### src/rtl/pulp_conf_pkg.sv
// rtl/pulp_conf_pkg.sv - register map, bit indices and FSM states for pulp_conf_regs
package pulp_conf_pkg;

  localparam logic [5:0] CMD_OFF    = 6'h00;
  localparam logic [5:0] STATUS_OFF = 6'h04;
  localparam logic [5:0] REG0_OFF   = 6'h08;
  localparam logic [5:0] REG1_OFF   = 6'h0C;
  localparam logic [5:0] REG2_OFF   = 6'h10;
  localparam logic [5:0] REG3_OFF   = 6'h14;
  localparam logic [5:0] TGT0_OFF   = 6'h18;
  localparam logic [5:0] TGT1_OFF   = 6'h1C;
  localparam logic [5:0] TGT2_OFF   = 6'h20;
  localparam logic [5:0] TGT3_OFF   = 6'h24;
  localparam logic [5:0] CYCLES_OFF = 6'h28;
  localparam logic [5:0] IRQEN_OFF  = 6'h2C;

  localparam int CMD_START_BIT   = 0;
  localparam int CMD_IRQ_CLR_BIT = 1;
  localparam int ST_BUSY_BIT     = 0;
  localparam int ST_DONE_BIT     = 1;
  localparam int ST_ERR_BIT      = 2;

  typedef enum logic [1:0] {IDLE, ARM, RUN} state_t;

endpackage

### src/rtl/pulp_conf_regs.sv
// rtl/pulp_conf_regs.sv - APB config/target register file with start/run tracking for cluster_control
module pulp_conf_regs
  import pulp_conf_pkg::*;
#(
  parameter int ADDR_W = 8,
  parameter int N_TGT  = 4,
  parameter int CYC_W  = 32
) (
  input  logic              clk,
  input  logic              rst,
  input  logic              psel,
  input  logic              penable,
  input  logic              pwrite,
  input  logic [ADDR_W-1:0] paddr,
  input  logic [31:0]       pwdata,
  output logic [31:0]       prdata,
  output logic              pready,
  output logic              pslverr,
  output logic [31:0]       reg_0,
  output logic [31:0]       reg_1,
  output logic [31:0]       reg_2,
  output logic [31:0]       reg_3,
  output logic [31:0]       target_addresses [0:N_TGT-1],
  output logic              conf_done,
  input  logic              acc_done,
  output logic              busy,
  output logic              irq
);

  state_t            state;
  logic [31:0]       cfg [0:3];
  logic [CYC_W-1:0]  cycles;
  logic              done, err, irq_en;

  logic [5:0]  off;
  logic [3:0]  word;
  logic [1:0]  cfg_idx, tgt_idx;
  logic        is_cfg, is_tgt, bad_off;
  logic [31:0] rdata;
  logic        access, wr, cmd_wr, start_req, cmd_rej, start_go, clr_go, prot;
  logic        unused_paddr;

  assign word         = paddr[5:2];
  assign off          = {word, 2'b00};
  assign cfg_idx      = 2'(word - 4'd2);
  assign tgt_idx      = 2'(word - 4'd6);
  assign unused_paddr = ^{paddr[ADDR_W-1:6], paddr[1:0]};

  always_comb begin
    is_cfg  = 1'b0;
    is_tgt  = 1'b0;
    bad_off = 1'b0;
    rdata   = '0;
    case (off)
      CMD_OFF:    rdata = '0;
      STATUS_OFF: begin
        rdata[ST_BUSY_BIT] = busy;
        rdata[ST_DONE_BIT] = done;
        rdata[ST_ERR_BIT]  = err;
      end
      REG0_OFF, REG1_OFF, REG2_OFF, REG3_OFF: begin
        is_cfg = 1'b1;
        rdata  = cfg[cfg_idx];
      end
      TGT0_OFF, TGT1_OFF, TGT2_OFF, TGT3_OFF: begin
        is_tgt = 1'b1;
        rdata  = target_addresses[tgt_idx];
      end
      CYCLES_OFF: rdata = 32'(cycles);
      IRQEN_OFF:  rdata = {31'b0, irq_en};
      default:    bad_off = 1'b1;
    endcase
  end

  assign access    = psel & penable;
  assign wr        = access & pwrite;
  assign cmd_wr    = wr & (off == CMD_OFF);
  assign start_req = cmd_wr & pwdata[CMD_START_BIT];
  // A rejected START discards the whole command word, IRQ_CLR included.
  assign cmd_rej   = start_req & busy;
  assign start_go  = start_req & ~busy;
  assign clr_go    = cmd_wr & pwdata[CMD_IRQ_CLR_BIT] & ~cmd_rej;
  assign prot      = wr & (is_cfg | is_tgt) & busy;

  assign pready    = 1'b1;
  assign pslverr   = access & (bad_off | (pwrite & (off == STATUS_OFF)) | prot | cmd_rej);
  assign prdata    = (access & ~pwrite) ? rdata : '0;

  assign busy      = (state != IDLE);
  assign conf_done = (state == ARM);
  assign irq       = done & irq_en;
  assign reg_0     = cfg[0];
  assign reg_1     = cfg[1];
  assign reg_2     = cfg[2];
  assign reg_3     = cfg[3];

  always_ff @(posedge clk or posedge rst) begin
    if (rst) begin
      state  <= IDLE;
      cycles <= '0;
      done   <= 1'b0;
      err    <= 1'b0;
      irq_en <= 1'b0;
      for (int i = 0; i < 4; i++) cfg[i] <= '0;
      for (int i = 0; i < N_TGT; i++) target_addresses[i] <= '0;
    end else begin
      case (state)
        IDLE:    if (start_go) state <= ARM;
        ARM:     state <= RUN;
        RUN:     if (acc_done) state <= IDLE;
        default: state <= IDLE;
      endcase

      if (start_go) cycles <= '0;
      else if (state == RUN && cycles != '1) cycles <= cycles + 1'b1;

      // Completion set has priority over a coincident IRQ_CLR.
      if (state == RUN && acc_done) done <= 1'b1;
      else if (start_go || clr_go) done <= 1'b0;

      if (state != RUN && acc_done) err <= 1'b1;
      else if (start_go) err <= 1'b0;

      if (wr && off == IRQEN_OFF) irq_en <= pwdata[0];
      if (wr && is_cfg && !busy) cfg[cfg_idx] <= pwdata;
      if (wr && is_tgt && !busy) target_addresses[tgt_idx] <= {pwdata[31:2], 2'b00};
    end
  end

endmodule

### config.mk
export PLATFORM = sky130hd
export DESIGN_NAME = pulp_conf_regs
export DESIGN_NICKNAME = d
export VERILOG_FILES = /design/src/rtl/pulp_conf_pkg.sv /design/src/rtl/pulp_conf_regs.sv
export SDC_FILE = /design/constraint.sdc
export NUM_CORES = 1
export LEC_CHECK = 0
export ABC_AREA = 1
export BUFFER_PORTS_ARGS = -buffer_cell sky130_fd_sc_hd__buf_2
export CORE_ASPECT_RATIO = 0.75
export CORE_UTILIZATION = 58
export CTS_BUF_LIST = sky130_fd_sc_hd__clkbuf_8
export CTS_CLUSTER_SIZE = 10
export DETAILED_ROUTE_END_ITERATION = 7
export GPL_ROUTABILITY_DRIVEN = 0
export PLACE_DENSITY = 0.95
export SLEW_MARGIN = 30
export SYNTH_ARGS = -nofsm -noshare
export SYNTH_HDL_FRONTEND = slang
export SYNTH_SLANG_ARGS = --single-unit
### constraint.sdc
create_clock -name clk -period 16.5 [get_ports clk]
set_input_delay 2.475 -clock clk [delete_from_list [all_inputs] [get_ports clk]]
set_output_delay 2.475 -clock clk [all_outputs]
set_load 0.02 [all_outputs]
== Word level (Yosys, flattened, before mapping) ==
Cells that the tools add are included.

* Logic and storage cells: 109
* Memory bits (read-only): 0
* Register bits after elaboration: 293
* Memories kept: 0
* Bits in latches: 0
* Bits in writable memories: 0
* Output and inout bits: 293
* Bits of input ports: 46

* Divide/modulo/power cells: 0
* Equality and inequality tests: 17
* Multipliers: 0
* Reductions and logical operators: 22
* Mux-type cells: 27
* Shifts and indexed selects: 0
* Add/subtract/negate cells: 3
* Bitwise operators: 23
* $lt $le $gt $ge: 4

{| class="wikitable"
|+ Operators with widths
! cell !! number
|-
| 32-bit 2-to-1 mux || 9
|-
| 128-bit bitwise mux || 2
|-
| 32-bit binary-select mux with 2-bit select || 2
|-
| 32-bit demux with 2-bit select || 2
|-
| 29-bit one-hot mux with 3 select lines || 1
|-
| 32-bit by 1-bit adder with 32-bit output, second input constant || 1
|-
| 32-bit != test, second input constant || 1
|-
| 4-bit by 3-bit == test with 1-bit output, second input constant || 4
|-
| 4-bit == test, second input constant || 4
|-
| 3-bit one-hot mux with 5 select lines || 1
|-
| 1-bit bitwise AND || 14
|-
| 12-bit OR reduction || 1
|-
| 1-bit logical AND || 10
|-
| 4-bit by 2-bit == test with 1-bit output, second input constant || 2
|-
| 2-bit nonzero test || 4
|-
| 4-bit OR reduction || 2
|-
| 1-bit 2-to-1 mux || 7
|-
| 3-bit >= comparator, second input constant || 2
|-
| 6-bit logical NOT || 1
|-
| 3-bit by 1-bit < comparator with 1-bit output, second input constant || 2
|-
| 2-bit != test, second input constant || 3
|-
| 2-bit NOT with 3-bit output || 2
|-
| 2-bit one-hot mux with 3 select lines || 1
|-
| 4-bit by 1-bit == test with 1-bit output, second input constant || 1
|-
| 10 further kinds || 17
|}

== Logic depth before layout (Yosys ltp) ==
* Depth after elaboration: 10
* Mapped depth: 11

== Worst setup path after synthesis ==
No wires, ideal clock.

* Path kind: input to output
* Start: input port paddr[3]
* End: output port prdata[1]
* Slack: 10,204 ps
* Data arrival time: 3,821 ps
* Required time: 14,025 ps
* Stages: 8
* Path through: buf_2 nor2_1 buf_2 buf_1 nand3_1 o21ai_0 inv_1 a21oi_1

* Cells in the longest elaborated chain, start to end: 7
* Elaborated cells between the ends (all ways): 25
* Classes of those cells: add/sub: 2; eq/ne: 11; mux: 8; bitwise: 2; reduce/logical: 2

{| class="wikitable"
|+ Ends and longest elaborated chain
! element !! line !! RTL
|-
| start, declared || pulp_conf_regs.sv:14 || <nowiki>input logic [ADDR_W-1:0] paddr,</nowiki>
|-
| 2-bit subtractor || pulp_conf_regs.sv:45, pulp_conf_regs.sv:46 ||
|-
| 2-bit NOT with 3-bit output (implied by the code) || pulp_conf_regs.sv:63, pulp_conf_regs.sv:67 ||
|-
| 32-bit binary-select mux with 2-bit select (on tied branches) || pulp_conf_regs.sv:67, pulp_conf_regs.sv:63 ||
|-
| 32-bit 2-to-1 mux (on tied branches) (2 in series) || pulp_conf_regs.sv:67, pulp_conf_regs.sv:63 ||
|-
| 3-bit one-hot mux with 5 select lines (*) || pulp_conf_regs.sv:54 || <nowiki>case (off)</nowiki>
|-
| 32-bit 2-to-1 mux (*) || pulp_conf_regs.sv:87 || <nowiki>assign prdata = (access & ~pwrite) ? rdata : '0;</nowiki>
|-
| end, declared || pulp_conf_regs.sv:16 || <nowiki>output logic [31:0] prdata,</nowiki>
|}

Mark *: on every way between the ends. The rest lies on a longest branch, timed or not. The select of a mux whose other input is x is not followed.

== Final worst setup path ==
* Start: input port paddr[3]
* End: output port prdata[9]

* Cells in the longest elaborated chain, start to end: 7
* Elaborated cells between the ends (all ways): 23
* Classes of those cells: add/sub: 2; eq/ne: 9; mux: 8; bitwise: 2; reduce/logical: 2

{| class="wikitable"
|+ Ends and longest elaborated chain
! element !! line
|-
| 2-bit subtractor || pulp_conf_regs.sv:45, pulp_conf_regs.sv:46
|-
| 2-bit NOT with 3-bit output (implied by the code) || pulp_conf_regs.sv:63, pulp_conf_regs.sv:67
|-
| 32-bit binary-select mux with 2-bit select (on tied branches) || pulp_conf_regs.sv:67, pulp_conf_regs.sv:63
|-
| 32-bit 2-to-1 mux (on tied branches) (2 in series) || pulp_conf_regs.sv:67, pulp_conf_regs.sv:63
|-
| 29-bit one-hot mux with 3 select lines (*) || pulp_conf_regs.sv:54
|-
| 32-bit 2-to-1 mux (*) || pulp_conf_regs.sv:87
|}

Marked as above.

==> metrics <==
Logic pwr share=20.2%; number of ports placed on the die boundary=339; total power=1831 uW; effective utilization at floorplan=58.99%; share of the clock period used by the worst path=46.42%; area of combinational cells with multiple inputs=5627 sq um; antenna violations before repair=0; hold-fix buffers at CTS=0; proportion of synthesized area in mux cells=0%; fillers=1767; Critical Path Start=paddr[3]; internal cell power=1220 uW; via density per instance=5.933; FF-to-FF End=reg_0[15]$_DFFE_PP0P_; Startpoint Class=input pin; number of synthesized flops with an enable pin=0; Slew @ Worst Pin=981.2 ps; Die Y-Extent=134.3 um; crit path max fanout=65; Mapped Area=13530 sq um; number of max-slew violations in the final report=0; prevailing post-synth register cell=sky130_fd_sc_hd__dfrtp_1; fraction of registers with async set or reset after synthesis=100.0%; time the final worst path needs with I/O delays and setup=7659 ps; number of instances resized during post-cts repair=0; routed vias=14.09k; Synth cell types=34; vias in the first global route=13.51k; Setup Total Neg Slack=0 ps; H-Tree Level Count=2; Overall Global Routing Usage=38.32%; fraction of power consumed by the clock network=33.1%; Synth Instances=1753; Worst IR Drop VDD=0.09233 mV; total global routing overflow=0; layout overhead on the synthesized area=20.05%; Reg2Reg Launch Point=state[1]$_DFFE_PP0P_; RSZ-0062 raised after global routing=no; root cell of the clock tree=sky130_fd_sc_hd__clkbuf_8; flip-flop and latch area=7132 sq um; clock tree from TritonCTS=built; Critical Path End=prdata[9]; largest area contributor in the synthesized netlist=sky130_fd_sc_hd__dfrtp_1; most instantiated library cell after synthesis=sky130_fd_sc_hd__nand2_1; DRC violation total after the first TritonRoute iteration=1545; Worst-Skew Late Latency=560 ps; fin nets=2090; adder and majority gate portion of the synthesized area=0.09246%; TritonCTS Buffers=44; sequential power share=46.7%; worst setup skew after layout=23.24 ps; crit end category=primary output; IO buf count=325; share of the core filled with cells=70.82%; 1st-pass router iterations=5; global-route wire length before repair=70.78 mm; synth cell count leaders=sky130_fd_sc_hd__nand2_1 (727), sky130_fd_sc_hd__dfrtp_1 (285), sky130_fd_sc_hd__o21ai_0 (268), sky130_fd_sc_hd__inv_1 (110), sky130_fd_sc_hd__nand3_1 (75); worst min-delay path class=register to register; buffer count from post-CTS setup fixing=0; f_max=130.6 MHz; Synth Area in Simple Gates=28.46%; run status=finished, final reports clean; static leakage=0.008633 uW; share of cells above drive strength 1=20.83%; synthesized-area fraction occupied by ao, oa, aoi and oai cells=11.15%; leading post-synthesis cells by cell area=sky130_fd_sc_hd__dfrtp_1 (53%), sky130_fd_sc_hd__nand2_1 (20%), sky130_fd_sc_hd__o21ai_0 (9.9%); hold depth=2; area fraction of the dominant cell type after synthesis=52.70%; HPWL after DPL=29.50 mm; register area share after synthesis=52.70%; # DRC=0; register-to-register setup slack=13590 ps; worst slew margin relative to its limit=34.58%; per-instance average area after synthesis=7.720 sq um; clock edge transition at the registers on the reported setup and hold paths=60 ps; cells on worst reg2reg path=7; CP required=14030 ps; area of the core region=22940 sq um; drt wl/cell=19.44 um; classification of the worst setup path=input pin to primary output; Net Sw Power=611.7 uW; switching part of the total power=33.41%; pin count of the biggest net entering global routing=131; number of core rows=48; flop and latch count out of synthesis=285; number of setup violations in the final report=0; DIE AREA=23950 sq um; width of the chip=178.4 um; number of antenna-violating nets in the routed design=0; xor-xnor portion of the synthesized cell area=1.100%; power density over the cells=112.7 nW/um^2; synthesis warning total=0; data arrival time of the critical path=5180 ps; wirelength, routed=46.17 mm; MaxCap Viol Count=0; combinational family with the most area after synthesis=simple AND/OR/NAND/NOR gates; number of sinks driven by the clock tree=285; count of final hold-check violations=0; buffers from clock root to sink, at most=3
power by group through the flow:
stage	sequential (uW)	combinational, uW	clock [uW]
6_report	855	370	606
5_1_grt	864	400	643
4_1_cts	852	367	611
3_5_place_dp	863	365	0
3_3_place_gp	858	352	0
2_1_floorplan	951	124	0
flip-flops by register name, indices dropped and copies added (netlist names):
register	flops
cycles	32
done	1
err	1
irq_en	1
reg_0	32
reg_1	32
reg_2	32
reg_3	32
state	2
target_addresses	120
cells by family after synthesis:
family                     Yosys count
and+or+nand+nor                    936
AOI/OAI and AO/OA                  296
DFF                                285
buffers and inverters              216
xor gates and xnor gates            17
other                                2
adders and majority gates            1
worst min-delay path by stage:
stage | from | endpoint | slack [ps]
2_1_floorplan | irq_en$_DFFE_PP0P_ | irq_en$_DFFE_PP0P_ | 470
3_3_place_gp | reg_1[31]$_DFFE_PP0P_ | reg_1[31]$_DFFE_PP0P_ | 480
3_5_place_dp | target_addresses[93]$_DFFE_PP0P_ | target_addresses[93]$_DFFE_PP0P_ | 490
4_1_cts | target_addresses[93]$_DFFE_PP0P_ | target_addresses[93]$_DFFE_PP0P_ | 510
5_1_grt | reg_0[8]$_DFFE_PP0P_ | reg_0[8]$_DFFE_PP0P_ | 530
6_report | target_addresses[49]$_DFFE_PP0P_ | target_addresses[49]$_DFFE_PP0P_ | 510
critical path: stages:
cell and delay [ps]:
sky130_fd_sc_hd__buf_2 220, sky130_fd_sc_hd__inv_1 160, sky130_fd_sc_hd__nor2_4 100, sky130_fd_sc_hd__buf_4 750, sky130_fd_sc_hd__nand2_1 260, sky130_fd_sc_hd__inv_2 550
sky130_fd_sc_hd__nand2_1 190, sky130_fd_sc_hd__nand3_1 130, sky130_fd_sc_hd__nand2_1 50, sky130_fd_sc_hd__inv_1 90, sky130_fd_sc_hd__buf_2 170
cell type report:
cell class / count / share of cell area [%]
tap: 300 / 2.310
multi-input combinational: 1259 / 34.63
inverter: 111 / 2.642
antenna: 1 / 0.01540
clock inverter: 20 / 0.7085
sequential: 285 / 43.90
timing repair buffer: 342 / 10.97
clock buffer: 57 / 4.829
routing by layer:
| metal | global-route usage, % | wire length (um) |
|---|---|---|
| met5 | 0 | 0 |
| met2 | 58.89 | 20550 |
| met4 | 20.90 | 2301 |
| met1 | 50.08 | 17180 |
| met3 | 9.410 | 6137 |
layout by cell type, fill, tap and decap left out, types with 4 or more instances in the layout:
master,n
sky130_fd_sc_hd__inv_1,118
sky130_fd_sc_hd__o21ai_1,11
sky130_fd_sc_hd__a21oi_1,4
sky130_fd_sc_hd__o22ai_1,5
sky130_fd_sc_hd__nand4_1,63
sky130_fd_sc_hd__nand3_1,71
sky130_fd_sc_hd__xnor2_1,9
sky130_fd_sc_hd__nor2_1,50
sky130_fd_sc_hd__nand3_2,9
sky130_fd_sc_hd__clkbuf_8,57
sky130_fd_sc_hd__dfrtp_1,285
sky130_fd_sc_hd__xor2_1,8
sky130_fd_sc_hd__conb_1,9
sky130_fd_sc_hd__o21ai_0,268
sky130_fd_sc_hd__buf_2,325
sky130_fd_sc_hd__buf_4,14
sky130_fd_sc_hd__clkinv_2,7
sky130_fd_sc_hd__nand2_1,726
sky130_fd_sc_hd__nor2_4,6
through the flow:
step / std cells / hold WS [ps] / worst slack (ps) / cell area [sq um]
after global placement: 2296 / 484.2 / 8564 / 15300
after global routing: 2374 / 525.1 / 8728 / 16240
after CTS: 2374 / 506.3 / 8940 / 16230
after floorplan: 1760 / 467.8 / 6161 / 13560
final: 2375 / 506.5 / 8841 / 16250
after detailed placement: 2297 / 490.7 / 8936 / 15330
Note: power is estimated with default switching activity, not from simulation.
